## config.mk

```make
export PLATFORM = sky130hd
export DESIGN_NAME = vec_store_serializer_flat
export DESIGN_NICKNAME = d
export VERILOG_FILES = /design/src/rtl/vec_store_serializer_if.sv /design/src/rtl/vec_store_serializer.sv /design/src/flat_wrapper.sv
export SDC_FILE = /design/constraint.sdc
export NUM_CORES = 1
export LEC_CHECK = 0
export ABC_AREA = 1
export CORE_ASPECT_RATIO = 1.1
export CORE_UTILIZATION = 50
export CTS_CLUSTER_DIAMETER = 100
export DETAILED_ROUTE_END_ITERATION = 10
export MAX_ROUTING_LAYER = met4
export PLACE_DENSITY = 0.79
export REMOVE_ABC_BUFFERS = 1
export SETUP_SLACK_MARGIN = 0.02
export SLEW_MARGIN = 20
export SYNTH_ARGS = -nofsm -noshare
export SYNTH_HDL_FRONTEND = slang
export SYNTH_SLANG_ARGS = --single-unit
```

## constraint.sdc

```tcl
create_clock -name clk -period 3.6 [get_ports clk]
set_clock_uncertainty 0.2 [all_clocks]
set_input_delay 0.72 -clock clk [delete_from_list [all_inputs] [get_ports clk]]
set_output_delay 0.72 -clock clk [all_outputs]
set_load 0.005 [all_outputs]
```

## src/rtl/vec_store_serializer_if.sv

```systemverilog
// Handshake bundle between the vector store serializer, its upstream producer and the data memory.
// Carries the vector request (valid/ready) and the single-lane memory write port (we/ready).
// slave = serializer side, master = producer/memory side.
interface vec_store_serializer_if #(
  parameter int LANES  = 16,
  parameter int LANE_W = 16,
  parameter int ADDR_W = 16
) ();

  // upstream vector store request
  logic                    in_valid;
  logic                    in_ready;
  logic [LANES*LANE_W-1:0] in_data;
  logic [ADDR_W-1:0]       in_addr;
  logic [LANES-1:0]        in_mask;

  // downstream single-lane memory write port
  logic                    mem_we;
  logic [ADDR_W-1:0]       mem_addr;
  logic [LANE_W-1:0]       mem_wdata;
  logic                    mem_ready;

  // request fully drained
  logic                    done;

  modport slave (
    input  in_valid, in_data, in_addr, in_mask, mem_ready,
    output in_ready, mem_we, mem_addr, mem_wdata, done
  );

  modport master (
    output in_valid, in_data, in_addr, in_mask, mem_ready,
    input  in_ready, mem_we, mem_addr, mem_wdata, done
  );

endinterface

```

## src/rtl/vec_store_serializer.sv

```systemverilog
// Drains one masked vector to a lane-wide memory as ascending single-lane writes (lane i -> base+i).
// Latency: first write the cycle after capture; K set lanes take K write cycles plus one done cycle.
// Backpressure: in_ready only in IDLE; a write is held stable while mem_ready is low.
module vec_store_serializer #(
  parameter int LANES  = 16,
  parameter int LANE_W = 16,
  parameter int ADDR_W = 16
) (
  input logic                   clk,
  input logic                   rst_n,
  vec_store_serializer_if.slave bus
);

  localparam int LW = $clog2(LANES);

  localparam logic [1:0] S_IDLE  = 2'd0;
  localparam logic [1:0] S_WRITE = 2'd1;
  localparam logic [1:0] S_DONE  = 2'd2;

  logic [1:0]              state_q, state_d;
  logic [LANES*LANE_W-1:0] data_q, data_d;
  logic [ADDR_W-1:0]       base_q, base_d;
  logic [LANES-1:0]        pend_q, pend_d;
  logic [LW-1:0]           lane_q, lane_d;
  logic [LANES-1:0]        lane_onehot;
  logic [LANES-1:0]        pend_after;

  // Index of the lowest set bit; zero when nothing is set.
  function automatic logic [LW-1:0] lowest_set(input logic [LANES-1:0] v);
    logic [LW-1:0] idx;
    idx = '0;
    for (int i = LANES - 1; i >= 0; i--) begin
      if (v[i]) idx = LW'(i);
    end
    return idx;
  endfunction

  // Next-state: capture in IDLE, retire one lane per accepted write, single DONE cycle.
  always_comb begin
    state_d     = state_q;
    data_d      = data_q;
    base_d      = base_q;
    pend_d      = pend_q;
    lane_d      = lane_q;
    lane_onehot = '0;
    lane_onehot[lane_q] = 1'b1;
    pend_after  = pend_q & ~lane_onehot;
    case (state_q)
      S_IDLE: begin
        if (bus.in_valid) begin
          data_d  = bus.in_data;
          base_d  = bus.in_addr;
          pend_d  = bus.in_mask;
          lane_d  = lowest_set(bus.in_mask);
          state_d = (bus.in_mask == '0) ? S_DONE : S_WRITE;
        end
      end
      S_WRITE: begin
        if (bus.mem_ready) begin
          pend_d = pend_after;
          lane_d = lowest_set(pend_after);
          if (pend_after == '0) state_d = S_DONE;
        end
      end
      S_DONE:  state_d = S_IDLE;
      default: state_d = S_IDLE;
    endcase
  end

  // State registers; reset abandons any in-flight vector.
  always_ff @(posedge clk or negedge rst_n) begin
    if (!rst_n) begin
      state_q <= S_IDLE;
      data_q  <= '0;
      base_q  <= '0;
      pend_q  <= '0;
      lane_q  <= '0;
    end else begin
      state_q <= state_d;
      data_q  <= data_d;
      base_q  <= base_d;
      pend_q  <= pend_d;
      lane_q  <= lane_d;
    end
  end

  // Outputs decode registered state only; address/data are forced to zero outside WRITE.
  // The address add wraps modulo 2^ADDR_W by truncation.
  assign bus.in_ready  = (state_q == S_IDLE);
  assign bus.mem_we    = (state_q == S_WRITE);
  assign bus.done      = (state_q == S_DONE);
  assign bus.mem_addr  = (state_q == S_WRITE) ? (base_q + ADDR_W'(lane_q)) : '0;
  assign bus.mem_wdata = (state_q == S_WRITE) ? data_q[int'(lane_q) * LANE_W +: LANE_W] : '0;

endmodule

```

## src/flat_wrapper.sv

```systemverilog
// flat-port wrapper written by rule: the top's interface ports become plain ports
module vec_store_serializer_flat 
#(
  parameter int LANES  = 16,
  parameter int LANE_W = 16,
  parameter int ADDR_W = 16
)
  (clk, rst_n, bus_in_valid, bus_in_data, bus_in_addr, bus_in_mask, bus_mem_ready, bus_in_ready, bus_mem_we, bus_mem_addr, bus_mem_wdata, bus_done);
  vec_store_serializer_if #(.LANES(LANES), .LANE_W(LANE_W), .ADDR_W(ADDR_W)) bus_i ();
  input logic clk;
  input logic rst_n;
  input wire logic [$bits(bus_i.in_valid)-1:0] bus_in_valid;
  input wire logic [$bits(bus_i.in_data)-1:0] bus_in_data;
  input wire logic [$bits(bus_i.in_addr)-1:0] bus_in_addr;
  input wire logic [$bits(bus_i.in_mask)-1:0] bus_in_mask;
  input wire logic [$bits(bus_i.mem_ready)-1:0] bus_mem_ready;
  output wire logic [$bits(bus_i.in_ready)-1:0] bus_in_ready;
  output wire logic [$bits(bus_i.mem_we)-1:0] bus_mem_we;
  output wire logic [$bits(bus_i.mem_addr)-1:0] bus_mem_addr;
  output wire logic [$bits(bus_i.mem_wdata)-1:0] bus_mem_wdata;
  output wire logic [$bits(bus_i.done)-1:0] bus_done;
  assign bus_i.in_valid = bus_in_valid;
  assign bus_i.in_data = bus_in_data;
  assign bus_i.in_addr = bus_in_addr;
  assign bus_i.in_mask = bus_in_mask;
  assign bus_i.mem_ready = bus_mem_ready;
  assign bus_in_ready = bus_i.in_ready;
  assign bus_mem_we = bus_i.mem_we;
  assign bus_mem_addr = bus_i.mem_addr;
  assign bus_mem_wdata = bus_i.mem_wdata;
  assign bus_done = bus_i.done;
  vec_store_serializer #(.LANES(LANES), .LANE_W(LANE_W), .ADDR_W(ADDR_W)) u_core (.clk(clk), .rst_n(rst_n), .bus(bus_i));
endmodule
```

==> impl_results.md <==
- Startpoint Class: flip-flop
- Via density: 5.792
- CTS Sinks: 294
- Max Clk Rate: 268.2 MHz
- CP arrival: 2810 ps
- Crit path cell chain: ha_2 > fa_2 > nand2_1 > nand2_1 > a21oi_2 > inv_2 > nand2_4 > nor2_4 > nand2_2 > nor2_4 > nand2_2 > nor3b_2 > buf_4 > a31oi_1 > a211oi_1 > buf_2
- Crit Path Max Fanout: 3
- Multi-input logic area: 5901 µm²
- RSZ-0062 raised after global routing: yes
- Post-synthesis async set-or-reset flop share: 100.0%
- Final-layout fill cell count: 1,867
- Root buf cell: clkbuf_16
- Min Tclk post-route: 3729 ps
- Die width: 159.1 µm
- Violated checks: negative setup slack
- Slowest cell delay on critical path: 410 ps
- Synthesized area per cell: 11.66 µm²
- M1 WL: 16.01 mm
- Reg area: 7357 µm²
- Final setup fails: 5
- Core Footprint: 26,380 µm²
- Critical Path RT: 2680 ps
- EDFF count, synth: 0
- Post-synthesis sequential area ratio: 54.19%
- Met3 wire length: 2.871 mm
- CP Buf/Inv Count: 3
- Status: finished with violations
- Global-route wire length before repair: 62.98 mm
- Max-slew violations: 0
- Top FF cell, synth: dfrtp_1
- Cell Rows: 62
- GRT overflow: 0
- CP Class: flip-flop to output pin
- Post-route DRC: 0
- Layout Nets: 1,806
- H-tree Lvls: 1
- Placer Congestion: 0.9240
- Routed Antenna Nets: 0
- Post-Place Worst Slack: 50.49 ps
- Final hold vios: 0
- Final Cycle Share: 103.6%
- IO Count: 327
- Setup WS post-layout: -128.7 ps
- DR top layer: met4
- Starting Density: 51.48%
- Die area: 27,820 µm²
- Initial DRC Count: 598
- Worst min-delay path class: flip-flop to flip-flop
- Largest net degree at the start of global routing: 77
- Clk buf depth: 3
- Crit. End Element: output pin
- P&R area growth vs syn: 40.22%
- Port Buf Inserts: 326
- Cell area power density: 868.8 nW/µm²
- HPWL after DPL: 25.27 mm
- Slew Limit Headroom: 57.38%
- Worst Tran Pin Value: 639.3 ps
- Vias in the first global route: 11,595
- Peak VDD IR: 0.5299 mV
- Share of cells above drive strength 1: 29.92%
- Max Cap Viol: 0
- Initial antenna violation count: 5
- CTS tree: yes
- Delay-heaviest family, CP: adder cells
- Critical Path Slowest Stage Cell: fa_2
- Skew-Pair Late Insertion Delay: 540 ps
- Yosys cell types: 33
- DR vias: 10,935
- GRT Total Usage: 29.96%
- Cell count after synthesis: 1,164
- WL final: 40.78 mm
- Wire length on met2: 19.89 mm
- Clk pin slew, worst setup/hold paths: 70 ps
- Yosys warns: 0
- WL per Instance: 21.60 µm
- Register bit total from synthesis: 294
- Total design power: 16.54 mW
- R2R Setup Slk: 950 ps
- CTS Buf Count: 30
- First-pass DRT Iterations: 5
- Static Leakage: 8.308 nW
- Syn Std Cell Area: 13,580 µm²
- Die Y-Extent: 174.8 µm
kinds of logic (layout without fill, tap and decap cells):
kind of cell               after synthesis  count (layout)  synth area share, %
muxes                                  266             266                22.06
adders and majority gates                5               5               0.5161
DFF                                    294             294                54.19
and+or+nand+nor                        165             165                5.050
AOI/OAI and AO/OA                      290             290                13.78
buffers and inverters                  144             511                4.405
other                                    0               5                    0
layer usage:
layer | GRT usage [%] | up-vias
met4 | 14.82 | 0
met3 | 5.554 | 127
met5 | - | -
met1 | 36.82 | 5430
li1 | - | 4899
met2 | 47.75 | 479
sequential cells by signal, summed over array words and instances (netlist names):
name / count
u_core.data_q: 256
u_core.pend_q: 16
u_core.base_q: 16
u_core.lane_q: 4
u_core.state_q: 2
final timing paths:
check	cells past startpoint	from	end
setup / recovery	16	u_core.lane_q[0]$_DFFE_PN0P_	bus_mem_addr[14]
hold / removal	2	u_core.pend_q[1]$_DFFE_PN0P_	u_core.pend_q[1]$_DFFE_PN0P_
setup reg to reg	11	u_core.state_q[0]$_DFFE_PN0P_	u_core.lane_q[0]$_DFFE_PN0P_
hold reg to reg	2	u_core.pend_q[1]$_DFFE_PN0P_	u_core.pend_q[1]$_DFFE_PN0P_
max in group asynchronous	3	rst_n	u_core.data_q[193]$_DFFE_PN0P_
min in group asynchronous	2	rst_n	u_core.lane_q[0]$_DFFE_PN0P_
cell type report:
cell class / instances / area share [%]
Inverter: 72 / 1.577
Clock inverter: 10 / 0.7361
Antenna cell: 5 / 0.06572
Timing Repair Buffer: 385 / 20.97
Clock buffer: 44 / 4.693
Multi-Input combinational cell: 726 / 31.00
Sequential cell: 294 / 38.65
Tap cell: 352 / 2.314
layout by cell type (no fill, tap or decap), types with 5 or more instances in the layout:
cell type,netlist,layout
mux2_2,266,266
inv_2,5,6
clkinv_2,0,5
clkbuf_2,0,6
nor2_1,62,53
o21ai_0,33,32
nor3_1,8,7
nand2_4,0,6
nand2_1,72,63
dlygate4sd2_1,0,6
buf_4,0,31
dfrtp_1,294,294
clkbuf_16,0,30
clkbuf_1,26,5
clkdlybuf4s50_1,0,297
diode_2,0,5
clkbuf_8,0,9
a22oi_1,128,109
buf_16,0,7
o41a_1,8,8
buf_2,40,8
nand3_1,8,7
nor4_1,10,8
buf_6,1,5
buf_12,0,15
a22oi_2,0,19
inv_1,67,60
a21oi_1,100,91
nor2_4,0,6
a21oi_2,0,9
stage by stage:
step	cell area [µm²]	TNS, ps	hold slack [ps]	util, %	std cells
final	19040	-515.8	292.1	72.18	1888
after CTS	18780	-460.8	290.5	71.20	1876
after detailed placement	17410	0	272.7	66.01	1803
after global placement	17410	0	262.9	66.01	1803
after global routing	19040	-1778	317.5	72.18	1888
after floorplan	13250	-1084200	224.4	-	1092
worst min-delay path: cells and delay by family, from the launching register on:
kind / cells / cell delay (ps)
AND/OR/NAND/NOR: 2 / 110
flip-flops: 1 / 350
synthesized netlist by cell type (2+ instances only):
master	n	area, µm²
a22oi_1	128	960.9
ha_1	4	50.05
o41a_1	8	90.09
nand2_1	72	270.3
inv_2	5	18.77
o22ai_1	4	25.02
nand3b_1	2	15.01
inv_1	67	251.5
o21a_1	2	15.01
dfrtp_1	294	7357
buf_2	40	200.2
nor4_1	10	62.56
nand3_1	8	40.04
o21ai_2	2	17.52
a211oi_1	2	15.01
nor2_1	62	232.7
o211ai_1	4	30.03
a21oi_1	100	500.5
mux2_2	266	2995
o21ai_0	33	165.2
a31oi_1	3	18.77
nor3_1	8	40.04
buf_1	5	18.77
clkbuf_1	26	97.59
power by group:
part / switching, mW / internal (mW) / leakage [nW]
Sequential: 0.961 / 4.95 / 3.57
Combinational: 3.63 / 3.77 / 4.23
Clock: 1.30 / 1.93 / 0.514
Total: 5.89 / 10.6 / 8.31
repair_timing:
| item | 4_1_cts | 5_1_grt |
|---|---|---|
| cloned | 6 | 0 |
| hold endpoints to repair | 63 | 0 |
| resized for setup | 88 | 71 |
| hold buffers | 1 | 0 |
| pin swaps | 26 | 32 |
| setup buffers | 12 | 7 |
| endpoints found under the setup margin | 27 | 16 |
(Power assumes the default switching activity.)
